===== config.mk =====
export PLATFORM = sky130hd
export DESIGN_NAME = seq_detector_param
export DESIGN_NICKNAME = d
export VERILOG_FILES = /design/src/rtl/seq_detector_pkg.sv /design/src/rtl/seq_detector_param_sat_counter.sv /design/src/rtl/seq_detector_param.sv
export SDC_FILE = /design/constraint.sdc
export NUM_CORES = 1
export LEC_CHECK = 0
export CORE_ASPECT_RATIO = 1.1
export CORE_UTILIZATION = 57
export CTS_BUF_LIST = sky130_fd_sc_hd__clkbuf_16
export CTS_CLUSTER_SIZE = 12
export DETAILED_ROUTE_END_ITERATION = 16
export PLACE_DENSITY_LB_ADDON = 0.25
export SLEW_MARGIN = 20
export SYNTH_ARGS = -nofsm -noshare
export SYNTH_HDL_FRONTEND = slang
export SYNTH_SLANG_ARGS = --single-unit

===== constraint.sdc =====
create_clock -name clock -period 5.25 [get_ports clock]
set_input_delay 1.05 -clock clock [delete_from_list [all_inputs] [get_ports clock]]
set_output_delay 1.05 -clock clock [all_outputs]
set_load 0.05 [all_outputs]

===== src/rtl/seq_detector_pkg.sv =====
// Shared definitions for the parametrised serial pattern detector:
// state encoding and the helper that builds the length-qualified compare mask.
package seq_detector_pkg;

  typedef enum logic {
    IDLE = 1'b0,
    RUN  = 1'b1
  } state_t;

  // Low `len` bits set; wide enough for the largest supported pattern (32 bits).
  function automatic logic [31:0] len_mask(input logic [5:0] len);
    logic [63:0] m;
    m = (64'd1 << len) - 64'd1;
    return m[31:0];
  endfunction

endpackage


===== src/rtl/seq_detector_param_sat_counter.sv =====
// Saturating up-counter with synchronous clear; clear has priority over increment.
module sat_counter #(
  parameter int W = 8
) (
  input  logic         clock,
  input  logic         reset,
  input  logic         inc,
  input  logic         clr,
  output logic [W-1:0] count
);

  logic [W-1:0] count_q;

  always_ff @(posedge clock or posedge reset) begin
    if (reset) begin
      count_q <= '0;
    end else if (clr) begin
      count_q <= '0;
    end else if (inc && (count_q != '1)) begin
      count_q <= count_q + 1'b1;
    end
  end

  assign count = count_q;

endmodule


===== src/rtl/seq_detector_param.sv =====
// Serial detector for a runtime-loaded pattern of 1..MAX_LEN bits with
// overlapping / non-overlapping match modes and a saturating match counter.
module seq_detector_param
  import seq_detector_pkg::*;
#(
  parameter  int MAX_LEN = 8,
  parameter  int CNT_W   = 8,
  localparam int LEN_W   = $clog2(MAX_LEN + 1)
) (
  input  logic               clock,
  input  logic               reset,
  input  logic               load,
  input  logic [MAX_LEN-1:0] pattern_in,
  input  logic [LEN_W-1:0]   len_in,
  input  logic               overlap,
  input  logic               w_valid,
  input  logic               w,
  input  logic               clear_count,
  output logic               armed,
  output logic               match,
  output logic [LEN_W-1:0]   progress,
  output logic [CNT_W-1:0]   match_count,
  output logic               cfg_err
);

  state_t             state_q;
  logic [MAX_LEN-1:0] pattern_q;
  logic [LEN_W-1:0]   len_q;
  logic [MAX_LEN-2:0] hist_q;
  logic [LEN_W-1:0]   prog_q;
  logic               match_q;
  logic               cfg_err_q;

  logic               len_legal;
  logic               sample;
  logic [MAX_LEN-1:0] hist_d;
  logic [LEN_W:0]     seen_ext;
  logic [LEN_W-1:0]   seen;
  logic [MAX_LEN-1:0] mask;
  logic               hit;

  // Stream handshake: w is consumed on every rising edge where w_valid is high,
  // the detector is in RUN and load is low; there is no back-pressure.
  always_comb begin
    len_legal = (len_in != '0) && ({1'b0, len_in} <= (LEN_W + 1)'(MAX_LEN));
    sample    = (state_q == RUN) && w_valid && !load;
    hist_d    = {hist_q, w};
    seen_ext  = {1'b0, prog_q} + (LEN_W + 1)'(1);
    seen      = (seen_ext > {1'b0, len_q}) ? len_q : seen_ext[LEN_W-1:0];
    mask      = MAX_LEN'(len_mask(6'(len_q)));
    hit       = sample && (seen == len_q) && ((hist_d & mask) == (pattern_q & mask));
  end

  always_ff @(posedge clock or posedge reset) begin
    if (reset) begin
      state_q   <= IDLE;
      pattern_q <= '0;
      len_q     <= '0;
      hist_q    <= '0;
      prog_q    <= '0;
      match_q   <= 1'b0;
      cfg_err_q <= 1'b0;
    end else begin
      match_q   <= 1'b0;
      cfg_err_q <= 1'b0;
      if (load) begin
        // A load always wins over a same-cycle data bit, which is dropped.
        if (len_legal) begin
          state_q   <= RUN;
          pattern_q <= pattern_in;
          len_q     <= len_in;
          hist_q    <= '0;
          prog_q    <= '0;
        end else begin
          cfg_err_q <= 1'b1;
        end
      end else if (sample) begin
        hist_q  <= hist_d[MAX_LEN-2:0];
        match_q <= hit;
        if (hit) begin
          prog_q <= overlap ? len_q : '0;
        end else begin
          prog_q <= seen;
        end
      end
    end
  end

  sat_counter #(.W(CNT_W)) u_match_cnt (
    .clock (clock),
    .reset (reset),
    .inc   (hit),
    .clr   (clear_count),
    .count (match_count)
  );

  assign armed    = (state_q == RUN);
  assign match    = match_q;
  assign progress = prog_q;
  assign cfg_err  = cfg_err_q;

endmodule

==> summary.md <==
| Metric | Value |
|---|---|
| CTS root buf | `clkbuf_16` |
| Layout Cells excl Fill | `287` |
| IO Count | `34` |
| Row count | `22` |
| Final TNS setup | `0 ns` |
| Min cycle time layout | `3.12 ns` |
| Global-route wire length before repair | `a little over 7000 um` |
| Critical path's slowest cell | `or4_1` |
| CTS Sinks | `34` |
| Leakage power | `1.09 nW` |
| Routed len/inst | `15.2 um` |
| Skew final | `0.00270 ns` |
| CTS tree | `yes` |
| Final #Nets | `~260` |
| Sw power | `about 400 uW` |
| Area Growth Syn to Fin | `23.9%` |
| TritonRoute pass-1 iters | `4` |
| # resized after CTS | `0` |
| Final Hold Vio Count | `0` |
| Fillers | `about 260` |
| Clock buffer depth | `2` |
| Commonest non-fill, non-tap cell in the layout | `dfrtp_1` |
| Logic pwr share | `43.2%` |
| DP Worst Slack | `approximately 1.9 ns` |
| Commonest cells after routing, fill and taps aside | `dfrtp_1 (34), clkdlybuf4s50_1 (33), nand2_1 (25)` |
| GP Congestion | `approximately 0.88` |
| Post-synth top area cell | `dfrtp_1` |
| Critical path data arrival time | `between 3 and 4 ns` |
| Number of buffers created by CTS | `5` |
| Total power | `between 1 and 1.5 mW` |
| Cells after DPL | `279` |
| Internal | `about 670 uW` |
| Distinct cells, synth | `between 40 and 50` |
| Sequential share of power | `a little under a third` |
| Port bufs | `33` |
| Via-to-Cell Ratio | `~5.8` |
| Routed via count | `1658` |
| CTS clk-pin slew, worst paths | `approximately 0.050 ns` |
| Area contributors post-synth | `dfrtp_1 (42%), mux2_2 (6.6%), nand2_1 (4.6%)` |
| Sw Share | `38.1%` |
| H-tree Lvls | `2` |
| # DRC | `0` |
| Power per Cell Area | `about 430 mW/mm^2` |
| Fin worst setup slack | `between 2 and 2.5 ns` |
| Initial core utilization | `approximately three fifths` |
| Worst-margin pin slew | `0.829 ns` |
| Fin crit share | `between 50 and 60%` |
| Chip Height | `roughly 65 um` |
| Die footprint | `between 0.003 and 0.004 mm^2` |
| Drt total wl | `around 4400 um` |
| WHS | `~0.52 ns` |
| Ys Warns | `0` |
| Setup crit end kind | `flip-flop` |
| CP cell instances | `clkdlybuf4s50_1 > and3b_1 > o221ai_2 > a21oi_2 > o2111ai_2 > or4_1 > a21oi_1` |
| Die width | `59.2 um` |
| GRT Residual Overflow | `0` |
| Number of diodes | `0` |
| Clk_lat worst skew | `~0.27 ns` |
| Post-Syn Nets | `approximately 230` |
| Slew Limit Fails | `0` |
| Yosys reg bits | `34` |
| RSZ-0062 raised after global routing | `no` |
| Max cap viols | `0` |
| Sequential fraction of the synthesis area | `approximately two fifths` |
| Routed Antenna Nets | `0` |
| Core area | `0.00339 mm^2` |
| Post-route cell area | `between 0.002 and 0.003 mm^2` |
| Max frequency | `around 0.32 GHz` |
| CP Data Required Time | `about 5.4 ns` |
| Vias in the first global route | `approximately 1600` |
| Setup Buffers After CTS | `0` |
| CP Class | `in2reg` |
| Final HPWL DP | `around 3100 um` |
| Fin util | `about 75%` |
| Cts hold-fix bufs | `0` |
| Synth Instances | `just over 200` |
| Gr usage total | `between 20% and 30%` |
| Slew HR | `44.6%` |
| Worst path max stage delay | `between 0.5 and 0.6 ns` |
| # setup viols final | `0` |
| CP Max Fanout | `9` |
| Dpl cell area | `roughly 0.0024 mm^2` |
| Outcome | `finished, final reports clean` |
| Worst VDD drop | `approximately 0.00031 V` |
| Hold Path Class | `reg2reg` |
| Largest net degree at the start of global routing | `35` |
| Mean instance size in the synthesized netlist | `approximately 10 um^2` |
| Initial antenna violation count | `0` |
| Clk pwr share | `between 20 and 30%` |
| CP Launch Type | `input port` |
| Share of the synthesized area in the top cell type | `41.5%` |
| 1st-iter DRT viols | `80` |
| Share of post-route cells with drive strength above 1 | `roughly 11%` |
| Mapped Area | `approximately 0.0020 mm^2` |
worst max-delay path, delay by kind of cell:
family | cells | cell delay, ns
buf+inv | 1 | 0.49
simple gates | 2 | 1.02
compound gates | 4 | 0.76
cell type report:
cell class | instances | area [um^2] | share of cell area (%)
multi-input combinational | 157 | 1130 | 44.5
sequential | 34 | 851 | 33.5
timing repair buffer | 34 | 338 | 13.3
clock buffer | 5 | 125 | 4.93
tap | 48 | 60.1 | 2.37
inverter | 6 | 22.5 | 0.888
clock inverter | 3 | 11.3 | 0.444
state kept, by name, indices dropped and copies added, names as in the netlist:
name               count
cfg_err                1
pattern_q              8
match                  1
progress               4
len_q                  4
armed                  1
hist_q                 7
u_match_cnt.count      8
power by group through the flow:
stage | clock (mW) | sequential [mW] | combinational (mW)
after floorplan | 0 | 0.372 | 0.326
after global placement | 0 | 0.347 | 0.453
after detailed placement | 0 | 0.348 | 0.459
after CTS | 0.273 | 0.343 | 0.465
after global routing | 0.285 | 0.349 | 0.508
final | 0.270 | 0.343 | 0.466
path summary, 6_finish.rpt:
kind                           start              endpoint  slack (ns)  cells after the start
min reg2reg                hist_q[2]             hist_q[3]        0.52                      2
min                        hist_q[2]             hist_q[3]        0.52                      2
max                             load  u_match_cnt.count[4]        2.13                      7
max reg2reg                 len_q[1]           progress[0]        2.41                      9
min in group asynchronous      reset  u_match_cnt.count[1]        1.16                      3
max in group asynchronous      reset              len_q[0]        3.79                      3
synth_stat cells (all sizes together):
master and number:
nor2 11, o22a 1, or3 1, nand4 3
mux2 13, nor3 3, a31oi 2, nand2 25
xor3 1, nor4 1, nand3 14, a221oi 1
and3b 1, nand2b 5, ha 7, clkbuf 4
nand3b 1, and4 1, a211oi 1, a21oi 12
o221ai 1, dfrtp 34, inv 6, and2 1
a311oi 2, o31ai 3, or4 3, nor2b 5
o2111ai 1, xnor2 10, xor2 6, a221o 4
mux2i 2, o21ai 5, o2111a 1, nand4b 1
buf 5, and3 5, a2bb2oi 1, nor4b 1
o21a 1
metal layers:
| layer | GRT usage (%) | wire length [um] | vias up |
|---|---|---|---|
| met2 | 43.0 | 2180 | 49 |
| met3 | 6.39 | 160 | 16 |
| met1 | 30.8 | 1890 | 784 |
| met5 | 0 | 0 | - |
| met4 | 12.5 | 117 | 0 |
| li1 | - | - | 809 |
kinds of logic (layout without fill, tap and decap cells):
family | count (synthesis) | count (layout) | synth area share, %
adders and majority gates | 7 | 7 | 4.28
DFF | 34 | 34 | 41.5
AOI/OAI and AO/OA | 36 | 36 | 13.5
xor gates and xnor gates | 17 | 17 | 8.00
buffers and inverters | 15 | 48 | 3.30
muxes | 15 | 15 | 8.12
and+or+nand+nor | 82 | 82 | 21.3
No activity file was read; power rests on OpenSTA's default activity.
